### config.mk
export PLATFORM = sky130hd
export DESIGN_NAME = warp_barrier_ctrl
export DESIGN_NICKNAME = d
export VERILOG_FILES = /design/src/rtl/warp_barrier_ctrl.sv
export SDC_FILE = /design/constraint.sdc
export NUM_CORES = 1
export LEC_CHECK = 0
export ABC_AREA = 1
export CORE_UTILIZATION = 40
export CTS_BUF_LIST = sky130_fd_sc_hd__clkbuf_4
export CTS_CLUSTER_DIAMETER = 150
export CTS_CLUSTER_SIZE = 14
export DETAILED_ROUTE_END_ITERATION = 8
export PLACE_DENSITY_LB_ADDON = 0.2
export SLEW_MARGIN = 10
export SYNTH_ARGS = -nofsm -noshare
export SYNTH_HDL_FRONTEND = slang
export SYNTH_SLANG_ARGS = --single-unit
### constraint.sdc
create_clock -name clk -period 2.8 [get_ports clk]
set_clock_uncertainty 0.05 [all_clocks]
set_input_delay 0.7 -clock clk [delete_from_list [all_inputs] [get_ports clk]]
set_output_delay 0.7 -clock clk [all_outputs]
set_load 0.01 [all_outputs]
### src/rtl/warp_barrier_ctrl.sv
// -----------------------------------------------------------------------------
// warp_barrier_ctrl
//
// Barrier sequencer for the streaming multiprocessor. It sits beside the warp
// scheduler, records which participating warps have issued BAR, and releases
// them together once every live member has arrived. EXIT retirements shrink
// the membership, so an exit can be the event that completes a barrier.
//
// Optional feature (compile-time macro):
//   WARP_BARRIER_TIMEOUT_EN  - when defined, a deadlock counter runs while the
//                              barrier is partially filled and raises the
//                              sticky 'timeout' flag after TIMEOUT_CYCLES idle
//                              cycles. When undefined, 'timeout' is tied low.
//
// Parameters:
//   NUM_WARPS       resident warp slots
//   WID_W           warp-index width
//   TIMEOUT_CYCLES  deadlock threshold (timeout build only)
//
// Ports:
//   clk, rst_n      clock, asynchronous active-low reset
//   launch_valid    kernel launch; loads launch_mask as the membership
//   launch_mask     participating warps for the launch
//   arrive_valid    a warp issued BAR this cycle
//   arrive_warp     index of the arriving warp
//   exit_valid      a warp retired EXIT this cycle
//   exit_warp       index of the exiting warp
//   warp_blocked    level, one bit per warp parked at the barrier
//   release_valid   one-cycle release pulse
//   release_mask    warps released (zero whenever release_valid is low)
//   all_exited      level, a launch occurred and no members remain
//   barrier_count   completed barriers, wraps modulo 2^16
//   err_arrive      sticky, an arrival was ignored as illegal
//   timeout         sticky deadlock flag
// -----------------------------------------------------------------------------
module warp_barrier_ctrl #(
    parameter int NUM_WARPS      = 24,
    parameter int WID_W          = $clog2(NUM_WARPS),
    parameter int TIMEOUT_CYCLES = 1_000_000
) (
    input  logic                 clk,
    input  logic                 rst_n,
    input  logic                 launch_valid,
    input  logic [NUM_WARPS-1:0] launch_mask,
    input  logic                 arrive_valid,
    input  logic [WID_W-1:0]     arrive_warp,
    input  logic                 exit_valid,
    input  logic [WID_W-1:0]     exit_warp,
    output logic [NUM_WARPS-1:0] warp_blocked,
    output logic                 release_valid,
    output logic [NUM_WARPS-1:0] release_mask,
    output logic                 all_exited,
    output logic [15:0]          barrier_count,
    output logic                 err_arrive,
    output logic                 timeout
);

    typedef enum logic [1:0] {
        S_IDLE = 2'd0,  // no live members
        S_RUN  = 2'd1,  // members live, nobody waiting
        S_WAIT = 2'd2   // at least one member parked at the barrier
    } state_t;

    localparam logic [NUM_WARPS-1:0] ONE_HOT_0 = {{(NUM_WARPS-1){1'b0}}, 1'b1};

    // ------------------------------------------------------------------
    // Registered state
    // ------------------------------------------------------------------
    state_t               r_state;
    logic                 r_launched;
    logic [NUM_WARPS-1:0] r_member;
    logic [NUM_WARPS-1:0] r_arrived;
    logic                 r_release_valid;
    logic [NUM_WARPS-1:0] r_release_mask;
    logic [15:0]          r_barrier_count;
    logic                 r_err_arrive;

    // ------------------------------------------------------------------
    // Next-value computation
    // ------------------------------------------------------------------
    logic [NUM_WARPS-1:0] w_arr_oh;
    logic [NUM_WARPS-1:0] w_exit_oh;
    logic                 w_same_warp;
    logic                 w_arr_ok;
    logic                 w_arr_err;
    logic                 w_exit_eff;
    logic [NUM_WARPS-1:0] w_member_n;
    logic [NUM_WARPS-1:0] w_arrived_n;
    logic                 w_done;

    // NOTE: every always_comb output gets a default on entry so that no path
    // leaves it unassigned; that is what keeps this block free of latches.
    always_comb begin
        w_arr_oh    = '0;
        w_exit_oh   = '0;
        w_same_warp = 1'b0;
        w_arr_ok    = 1'b0;
        w_arr_err   = 1'b0;
        w_exit_eff  = 1'b0;
        w_member_n  = r_member;
        w_arrived_n = r_arrived;
        w_done      = 1'b0;

        // A left shift past the vector width yields zero, so indices at or
        // above NUM_WARPS decode to an empty mask and behave as non-members.
        if (arrive_valid) w_arr_oh  = ONE_HOT_0 << arrive_warp;
        if (exit_valid)   w_exit_oh = ONE_HOT_0 << exit_warp;

        // Same-warp arrive+exit: the exit wins and the arrival is silently
        // dropped, without raising an error.
        w_same_warp = arrive_valid && exit_valid && (arrive_warp == exit_warp);

        w_arr_ok   = !w_same_warp && (|(w_arr_oh & r_member & ~r_arrived));
        w_arr_err  = arrive_valid && !w_same_warp && !w_arr_ok;
        w_exit_eff = |(w_exit_oh & r_member);

        w_member_n  = r_member & ~w_exit_oh;
        w_arrived_n = (r_arrived | (w_arr_ok ? w_arr_oh : '0)) & ~w_exit_oh;

        // Arrived is always a subset of member, so equality means every live
        // member is waiting; this also catches completion by an exit.
        w_done = (w_arrived_n != '0) && (w_arrived_n == w_member_n);
    end

    // ------------------------------------------------------------------
    // Barrier FSM and registered outputs
    // ------------------------------------------------------------------
    // NOTE: state is updated with non-blocking assignments only, so every
    // register sees the values from before this edge regardless of order.
    always_ff @(posedge clk or negedge rst_n) begin
        if (!rst_n) begin
            r_state         <= S_IDLE;
            r_launched      <= 1'b0;
            r_member        <= '0;
            r_arrived       <= '0;
            r_release_valid <= 1'b0;
            r_release_mask  <= '0;
            r_barrier_count <= '0;
            r_err_arrive    <= 1'b0;
        end else if (launch_valid) begin
            // Launch overrides any same-cycle arrive or exit.
            r_launched      <= 1'b1;
            r_member        <= launch_mask;
            r_arrived       <= '0;
            r_release_valid <= 1'b0;
            r_release_mask  <= '0;
            r_barrier_count <= '0;
            r_err_arrive    <= 1'b0;
            r_state         <= (launch_mask != '0) ? S_RUN : S_IDLE;
        end else begin
            r_member        <= w_member_n;
            r_release_valid <= w_done;
            r_release_mask  <= w_done ? w_arrived_n : '0;
            if (w_arr_err) begin
                r_err_arrive <= 1'b1;
            end

            if (w_done) begin
                r_arrived       <= '0;
                r_barrier_count <= r_barrier_count + 16'd1;
                r_state         <= S_RUN;
            end else begin
                r_arrived <= w_arrived_n;
                if (w_member_n == '0) begin
                    r_state <= S_IDLE;
                end else if (w_arrived_n != '0) begin
                    r_state <= S_WAIT;
                end else begin
                    r_state <= S_RUN;
                end
            end
        end
    end

    assign warp_blocked  = r_arrived;
    assign release_valid = r_release_valid;
    assign release_mask  = r_release_mask;
    assign barrier_count = r_barrier_count;
    assign err_arrive    = r_err_arrive;
    // IDLE means no members; before any launch the flag must stay low.
    assign all_exited    = r_launched && (r_state == S_IDLE);

    // ------------------------------------------------------------------
    // Optional deadlock detector
    // ------------------------------------------------------------------
`ifdef WARP_BARRIER_TIMEOUT_EN
    localparam int TMO_W = $clog2(TIMEOUT_CYCLES + 1);
    localparam logic [TMO_W-1:0] TMO_MAX = TMO_W'(TIMEOUT_CYCLES);

    logic [TMO_W-1:0] r_tmo_cnt;
    logic             r_timeout;
    logic             w_tmo_clear;

    // Any forward progress restarts the count.
    assign w_tmo_clear = launch_valid || w_arr_ok || w_exit_eff || w_done;

    always_ff @(posedge clk or negedge rst_n) begin
        if (!rst_n) begin
            r_tmo_cnt <= '0;
            r_timeout <= 1'b0;
        end else begin
            if (launch_valid) begin
                r_timeout <= 1'b0;
            end
            if (w_tmo_clear) begin
                r_tmo_cnt <= '0;
            end else if ((r_state == S_WAIT) && (r_tmo_cnt != TMO_MAX)) begin
                // Counter saturates at the threshold; the flag is sticky.
                r_tmo_cnt <= r_tmo_cnt + 1'b1;
                if (r_tmo_cnt == TMO_MAX - 1'b1) begin
                    r_timeout <= 1'b1;
                end
            end
        end
    end

    assign timeout = r_timeout;
`else
    // Progress bookkeeping only feeds the deadlock detector.
    logic w_unused;
    assign w_unused = w_exit_eff;
    assign timeout  = 1'b0;
`endif

endmodule

==> results of run 1 <==
==> timing repair <==
action                     in CTS  in global routing
setup buffers                  26                  4
pin swaps                      37                 26
gates resized for setup       140                 52
cloned                          7                  2
setup endpoints to repair      67                 67
==> Yosys cell counts, drive strengths merged <==
cell    instances  share of area
and2            1         0.0011
dfrtp          93           0.41
clkbuf          9         0.0060
nand4          13          0.016
a21oi           2         0.0018
nor2          191           0.13
nor3b           2         0.0027
nand2         227           0.15
o22ai           3         0.0033
a211oi          1         0.0013
xor2            9          0.014
a31o            1         0.0016
inv           127          0.085
ha              1         0.0022
nor4           11          0.012
xnor2           3         0.0047
nor3           11         0.0098
buf            17          0.020
nand3         117           0.11
conb            1        0.00067
o21ai          16          0.014
==> registers in the layout (all words and copies together), names as in the netlist <==
name           cells
r_member          24
release_mask      24
warp_blocked      24
barrier_count     16
r_state            2
err_arrive         1
r_launched         1
release_valid      1
==> placed cells by master, fill, tap and decap left out, types with 5 or more instances in the layout <==
| cell type | Yosys | routed |
|---|---|---|
| nor3_1 | 11 | 11 |
| buf_6 | 2 | 11 |
| o21ai_0 | 16 | 16 |
| nand3_1 | 116 | 88 |
| xor2_1 | 9 | 9 |
| nand2_1 | 223 | 200 |
| nand3_4 | 0 | 8 |
| buf_4 | 6 | 122 |
| dfrtp_1 | 93 | 93 |
| nor2_2 | 6 | 16 |
| nand3_2 | 1 | 21 |
| inv_2 | 7 | 11 |
| nand2_2 | 3 | 22 |
| nand4_1 | 12 | 12 |
| nand2_8 | 0 | 5 |
| dlygate4sd2_1 | 0 | 6 |
| clkbuf_4 | 0 | 9 |
| nor2_4 | 0 | 34 |
| inv_1 | 120 | 115 |
| nor4_1 | 11 | 11 |
| nor2_1 | 185 | 141 |
| buf_12 | 0 | 8 |
| clkdlybuf4s50_1 | 0 | 92 |
==> area by class of cell <==
type,count,area (um^2)
repair buffers,251,2360
fillers,1202,4630
well taps,176,220
clock inverters,7,50.0
multi-input cells,613,3320
flip-flops and latches,93,2330
inverters,127,479
clock buffers,9,67.6
diodes,2,5.00
==> cells by family (layout without fill, tap and decap cells) <==
family	count (synthesis)	in the layout	synth area share
AOI/OAI and AO/OA	23	23	0.0223
adders and majority gates	1	1	0.00223
other	1	3	0.000668
and+or+nand+nor	573	576	0.431
DFF	93	93	0.414
buffers and inverters	153	394	0.110
xor gates and xnor gates	12	12	0.0187
==> stage by stage <==
step                      std cells  total power, mW
after floorplan                 856             1.69
after global placement         1224             1.95
after detailed placement       1224             1.96
after CTS                      1273             2.72
after global routing           1278             2.88
final                          1278             2.74
==> worst max-delay path by stage <==
stage	slack [ps]	to	startpoint
final	-200	warp_blocked[17]	arrive_warp[1]
after global routing	-260	release_mask[8]	arrive_warp[1]
after CTS	-20	release_mask[7]	arrive_warp[0]
after detailed placement	-1010	release_mask[9]	arrive_warp[3]
after global placement	-980	release_mask[9]	arrive_warp[1]
after floorplan	-120	release_mask[5]	arrive_warp[1]
==> routing by layer <==
| layer | part of all wire | global-route usage | up-vias |
|---|---|---|---|
| li1 | - | - | 3138 |
| met1 | 0.45 | 0.388 | 2920 |
| met2 | 0.46 | 0.443 | 237 |
| met3 | 0.064 | 0.0453 | 42 |
| met4 | 0.028 | 0.119 | 0 |
| met5 | 0 | 0 | - |
==> power by group <==
| part | leakage [nW] | internal (mW) | switching, mW |
|---|---|---|---|
| registers | 1.24 | 1.38 | 0.0176 |
| clock network | 0.0535 | 0.183 | 0.517 |
| logic | 2.99 | 0.271 | 0.374 |
==> critical path, cell delays in order <==
cell and delay (ps):
buf_6 90, buf_8 130, nor2_4 220, nand3_2 140, nor2_4 160, nand2_1 60, nand2_1 70, nor2_1 40
nand2_1 120, nor2_4 70, buf_6 130, nand2_8 80, nand3_2 90, nand2_1 100, nand2_2 70, nand2_1 60
nand2_1 50, nor2_1 100, nand2_1 60, nor2_2 150, buf_4 140, nand4_4 130, nand2_8 160, clkbuf_16 170
nor2_1 40
==> reports/summary.txt, run 1 <==
Status - finished, violations left
Failing checks - setup timing
HP Class - input port to asynchronous set/reset pin
Number of buffers created by CTS - 9
DRT Wirelength - 20.0 mm
Initial antenna violation count - 1
Clk root buf - clkbuf_4
Cell variety after synth - 30
Crit Path Max Fanout - 8
Actual slew at the worst max-slew pin - 531 ps
Die ar. - 14500 um^2
Initial DRC count - 489
Max-cap viol count - 0
Power Density - 311 nW/um^2
Core ar. - 13500 um^2
Post-route design area - 8830 um^2
Slew headroom - 0.643
Clock insertion delay at the later pin of the skew report - 500 ps
Final min period - 3000 ps
Worst slack at placement - -1010 ps
Setup tns final - -10080 ps
Total number of vias - 6337
Crit end category - flip-flop
RSZ-0062 raised after global routing - yes
VDD IR max - 0.000347 V
Leakage - 4.29 nW
Die Wd - 120 um
Rows - 42
Vias in the first global route - 5944
Synth warnings - 0
Synth Area per Inst - 6.56 um^2
Post-Route Utilization - 0.656
Gr ovfl total - 0
Post-synthesis sequential area ratio - 0.414
Detailed-route DRC error count - 0
Die H - 120 um
Post-Syn Area - 5620 um^2
CTS Sinks - 93
FMAX - 334 MHz
ANT nets after route - 0
Final setup viols - 67
Setup Crit Path Kind - input port to flip-flop
Reg-to-reg setup timing slack - 0 ps
Tcrit/Tclk final - 1.07
Final slew viol count - 0
Setup ws final - -198 ps
Syn Nets - 896
Nets - 1135
Hold Fails Final Rpt - 0
Largest net degree at the start of global routing - 64
RR Endpoint - warp_blocked[17]
Dpl cell area - 7740 um^2
Wire per inst - 15.7 um
GPL Wtd Cong - 0.921
Initial Util - 0.418
Worst R2R Start - r_member[17]
GRT Overall Usage - 0.283
Layout area overhead - 57.1%
Vias per cell - 4.96
Clock-pin slew on the worst setup and hold paths - 160 ps
Number of port buffers - 105
CP startpoint kind - input port
Clock buffer depth - 2
Cts hold-fix bufs - 0
CTS tree - yes
CTS H-tree lvls - 3
Final HPWL DP - 14.1 mm
IO Pins - 107
Drt first pass iters - 5
R2R depth - 21
Yosys reg bits - 93
Worst EP required - 3150 ps
Layout cell share with drive strength beyond 1 - 0.265
First-pass GRT wire length - 30.8 mm
Worst hold slack - 68.1 ps
Worst Path Arrival - 3350 ps
Gate Count Post-Synth - 856
Power figures use the tool's default switching activity.
==> run 2: changes to the inputs <==
- MAX_ROUTING_LAYER: unset -> met4
==> reports/summary.txt, run 2 (synthesis results as in run 1) <==
Status - finished, violations left
Failing checks - setup timing
First-pass GRT wire length - 30.8 mm
Reg power frac - 0.502
Worst EP required - 3180 ps
Layout cell share with drive strength beyond 1 - 0.298
Die H - 120 um
Final slew viol count - 0
CTS tree - yes
Die Wd - 120 um
CP endpoint - release_mask[3]
Clk network pwr share - 0.259
Most common cell after layout, fill and taps aside - nand2_1
GRT Overall Usage - 0.291
Core ar. - 13500 um^2
Initial antenna violation count - 1
Crit Path Max Fanout - 7
Fin cells - 1278
Gr ovfl total - 0
Int Pwr - 1.85 mW
RSZ-0062 raised after global routing - yes
Actual slew at the worst max-slew pin - 559 ps
RR Endpoint - release_mask[3]
Most frequent cells in the layout - nand2_1, nor2_1, buf_4
DRT Wirelength - 20.6 mm
R2R depth - 21
Rows - 42
CTS Sinks - 93
CP startpoint - arrive_warp[1]
Largest net degree at the start of global routing - 42
Setup Crit Path Kind - input port to flip-flop
Layout area overhead - 61.1%
Nets - 1136
Worst R2R Start - warp_blocked[4]
Clk root buf - clkbuf_4
Setup ws final - -82.6 ps
Clock insertion delay at the later pin of the skew report - 500 ps
IO Pins - 107
Vias in the first global route - 5963
Worst Path Arrival - 3260 ps
Drt first pass iters - 8
Clock-pin slew on the worst setup and hold paths - 160 ps
Die ar. - 14500 um^2
Power Density - 308 nW/um^2
CTS H-tree lvls - 3
Hold Fails Final Rpt - 0
Number of buffers created by CTS - 9
Tcrit/Tclk final - 1.03
P_sw - 0.929 mW
Max-cap viol count - 0
ANT nets after route - 0
Crit end category - flip-flop
VDD IR max - 0.000254 V
Inst Count DP - 1224
Detailed-route DRC error count - 0
Switching Share - 0.334
Leakage - 4.32 nW
HP Class - input port to asynchronous set/reset pin
Initial DRC count - 554
Initial Util - 0.418
Total number of vias - 6484
Slew headroom - 0.627
GPL Wtd Cong - 0.950
FMAX - 347 MHz
Wire per inst - 16.2 um
Final min period - 2880 ps
Cts hold-fix bufs - 0
Combinational share of power - 0.239
Vias per cell - 5.07
Number of port buffers - 105
Reg-to-reg setup timing slack - -70 ps
Post-Route Utilization - 0.673
Clock buffer depth - 2
Final HPWL DP - 14.5 mm
CP startpoint kind - input port
Final setup viols - 53
## run 2: cell count changes in the layout (fill, tap and decap cells not counted), sizes merged
cell | before | now
clkbuf | 11 | 12
clkinvlp | 4 | 2
inv | 128 | 129
clkinv | 2 | 3
diode | 2 | 1
## run 2: final cells by class
| type | instances | area [um^2] |
|---|---|---|
| Inverter | 127 | 489 |
| Timing Repair Buffer | 252 | 2390 |
| Clock inverter | 7 | 57.6 |
| Clock buffer | 9 | 67.6 |
| Sequential cell | 93 | 2330 |
| Tap cell | 176 | 220 |
| Fill cell | 1175 | 4410 |
| Multi-Input combinational cell | 613 | 3490 |
| Antenna cell | 1 | 2.50 |
## run 2: power groups by stage
| stage | Clock, mW | Sequential, mW | Combinational (mW) |
|---|---|---|---|
| floorplan | 0 | 1.42 | 0.270 |
| global placement | 0 | 1.42 | 0.534 |
| detailed placement | 0 | 1.42 | 0.533 |
| CTS | 0.732 | 1.40 | 0.609 |
| global route | 0.797 | 1.40 | 0.718 |
| finish | 0.721 | 1.40 | 0.665 |
## run 2: timing repair
item	in CTS	in global routing
endpoints found under the setup margin	67	67
cloned	5	4
buffers inserted	19	12
pin swaps	29	59
resized for setup	123	125
## run 2: metal layers
layer | share of wire | global-route usage | vias up
li1 | - | - | 3147
met1 | 0.44 | 0.400 | 2999
met2 | 0.46 | 0.434 | 289
met3 | 0.073 | 0.0387 | 49
met4 | 0.031 | 0.116 | 0
met5 | 0 | - | -
## run 2: per-stage QoR
step	cell area, um^2	hold WS [ps]	setup WS [ps]	setup TNS, ps	power (mW)
2_1_floorplan	5760	354	-120	-4970	1.69
3_3_place_gp	7740	389	-1020	-65320	1.96
3_5_place_dp	7740	392	-1030	-64740	1.96
4_1_cts	8500	118	-3.23	-6.99	2.74
5_1_grt	9050	137	-183	-9510	2.92
6_report	9050	125	-82.6	-2290	2.78
## run 2: worst max-delay path, cell delays in order
cell	delay, ps
buf_12	120
nor2_4	210
nand2_2	100
nor2_4	130
nand2_1	70
nand2_1	80
nor2_1	60
nand2_1	110
nor2_4	60
buf_6	130
nand2_8	100
nand3_2	80
nand2_2	80
nand2_2	60
nand2_1	50
nand2_1	60
nor2_1	100
nand2_1	90
nor2_4	170
nand3_2	110
nor2_4	160
nand2_4	140
buf_12	190
nor2_4	90
## run 2: how the worst min path moves through the flow
| stage | from | end | slack, ps | cells past startpoint |
|---|---|---|---|---|
| finish | rst_n | barrier_count[15] | 120 | 1 |
| global route | rst_n | barrier_count[15] | 140 | 1 |
| CTS | rst_n | barrier_count[15] | 120 | 1 |
| detailed placement | r_launched | r_launched | 390 | 2 |
| global placement | r_launched | r_launched | 390 | 2 |
| floorplan | rst_n | barrier_count[0] | 350 | 0 |
==> run 3: changes to the inputs <==
- CTS_BUF_LIST: sky130_fd_sc_hd__clkbuf_4 -> unset
==> reports/summary.txt, run 3 (synthesis results as in run 1) <==
Final min period - 3190 ps
Dpl cell area - 7740 um^2
Setup Crit Path Kind - input port to flip-flop
Setup ws final - -389 ps
FILL cells - 1065
Nets - 1159
Layout area overhead - 71.6%
Worst EP required - 3040 ps
RR Endpoint - release_mask[17]
FMAX - 314 MHz
Final HPWL DP - 14.5 mm
Crit end category - flip-flop
HP Class - input port to asynchronous set/reset pin
Clk network pwr share - 0.362
Drt first pass iters - 5
Die ar. - 14500 um^2
Combinational share of power - 0.217
VDD IR max - 0.000288 V
Worst Path Arrival - 3430 ps
Number of buffers created by CTS - 9
Max-cap viol count - 0
Worst R2R Start - r_member[2]
Final setup viols - 67
Post-Route Utilization - 0.717
Clk root buf - clkbuf_16
Die H - 120 um
Diodes inserted - 0
DRT Wirelength - 21.7 mm
RSZ-0062 raised after global routing - yes
Slew headroom - 0.624
Int Pwr - 2.30 mW
Die Wd - 120 um
CP startpoint kind - input port
Hold Fails Final Rpt - 0
Actual slew at the worst max-slew pin - 565 ps
Total number of vias - 6613
Failing checks - setup timing
Number of port buffers - 105
Post-route design area - 9640 um^2
Vias per cell - 5.09
Detailed-route DRC error count - 0
Wire per inst - 16.7 um
ANT nets after route - 0
Most frequent cells in the layout - nand2_1, buf_4, inv_1
Power Density - 345 nW/um^2
Final slew viol count - 0
Initial antenna violation count - 0
CTS H-tree lvls - 3
First-pass GRT wire length - 32.9 mm
Inst Count DP - 1224
CTS Sinks - 93
Fin cells - 1300
Most common cell after layout, fill and taps aside - nand2_1
Core ar. - 13500 um^2
Layout cell share with drive strength beyond 1 - 0.335
R2R depth - 22
P_sw - 1.02 mW
Total power - 3.32 mW
Reg power frac - 0.421
Clock buffer depth - 2
Initial DRC count - 646
Clock insertion delay at the later pin of the skew report - 370 ps
Rows - 42
Leakage - 4.54 nW
GPL Wtd Cong - 0.950
Worst slack at placement - -1030 ps
CTS tree - yes
Reg-to-reg setup timing slack - -200 ps
Switching Share - 0.307
Vias in the first global route - 6327
Largest net degree at the start of global routing - 42
Tcrit/Tclk final - 1.14
Cts hold-fix bufs - 0
Gr ovfl total - 0
Initial Util - 0.418
Clock-pin slew on the worst setup and hold paths - 70 ps
GRT Overall Usage - 0.313
Status - finished, violations left
IO Pins - 107
Crit Path Max Fanout - 8
[run 3: layout make-up]
class                           count  area [um^2]  area share
Clock buffer                        9          225      0.0234
Clock inverter                      7         57.6     0.00597
Inverter                          127          494      0.0513
Multi-Input combinational cell    613         3660       0.380
Sequential cell                    93         2330       0.241
Tap cell                          176          220      0.0228
Timing Repair Buffer              275         2650       0.275
[run 3: per-stage QoR]
step,hold slack [ps],TNS [ps]
6_report,280,-21210
5_1_grt,317,-29620
4_1_cts,291,-13490
3_5_place_dp,392,-64740
3_3_place_gp,389,-65320
2_1_floorplan,354,-4970
[run 3: power groups by stage]
| stage | clock (mW) | sequential, mW | combinational, mW |
|---|---|---|---|
| floorplan | 0 | 1.42 | 0.270 |
| global route | 1.27 | 1.40 | 0.776 |
| CTS | 1.21 | 1.40 | 0.660 |
| finish | 1.20 | 1.40 | 0.722 |
| detailed placement | 0 | 1.42 | 0.533 |
| global placement | 0 | 1.42 | 0.534 |
[run 3: critical path, stage by stage]
cell and delay, ps:
buf_12 120, nor2_4 200, nand3_2 100, nor2_2 190, nand2_1 100, nand2_1 90, nor2_1 60, nand2_2 80
nor2_4 50, buf_12 130, nand2_8 90, nand3_2 70, nand2_2 70, nand2_2 50, nand2_1 50, nand2_1 50
nor2_1 110, nand2_1 110, nor2_4 180, buf_6 120, nand3_4 60, nor2_4 200, nand2_8 130, buf_12 180
nor2_2 90
[run 3: how the worst max path moves through the flow]
| stage | from | end | slack (ps) | cells past startpoint |
|---|---|---|---|---|
| floorplan | arrive_warp[1] | release_mask[5] | -120 | 24 |
| global placement | arrive_warp[1] | release_mask[9] | -1020 | 24 |
| detailed placement | arrive_warp[1] | release_mask[17] | -1030 | 24 |
| CTS | arrive_warp[0] | warp_blocked[20] | -250 | 28 |
| global route | arrive_warp[1] | release_mask[12] | -510 | 25 |
| finish | arrive_warp[1] | release_mask[17] | -390 | 25 |
[run 3: per-layer routing]
metal / vias up / routed length [um] / GRT usage
met5: - / 0 / -
met4: 0 / 799 / 0.145
met3: 57 / 1410 / 0.0575
met2: 278 / 10100 / 0.469
met1: 3086 / 9450 / 0.410
li1: 3192 / - / -
[run 3: timing repair]
action / in CTS / in global routing
setup endpoints to repair: 67 / 67
setup buffers: 49 / 5
pin swaps: 61 / 51
gates cloned: 10 / 0
gates resized for setup: 194 / 126
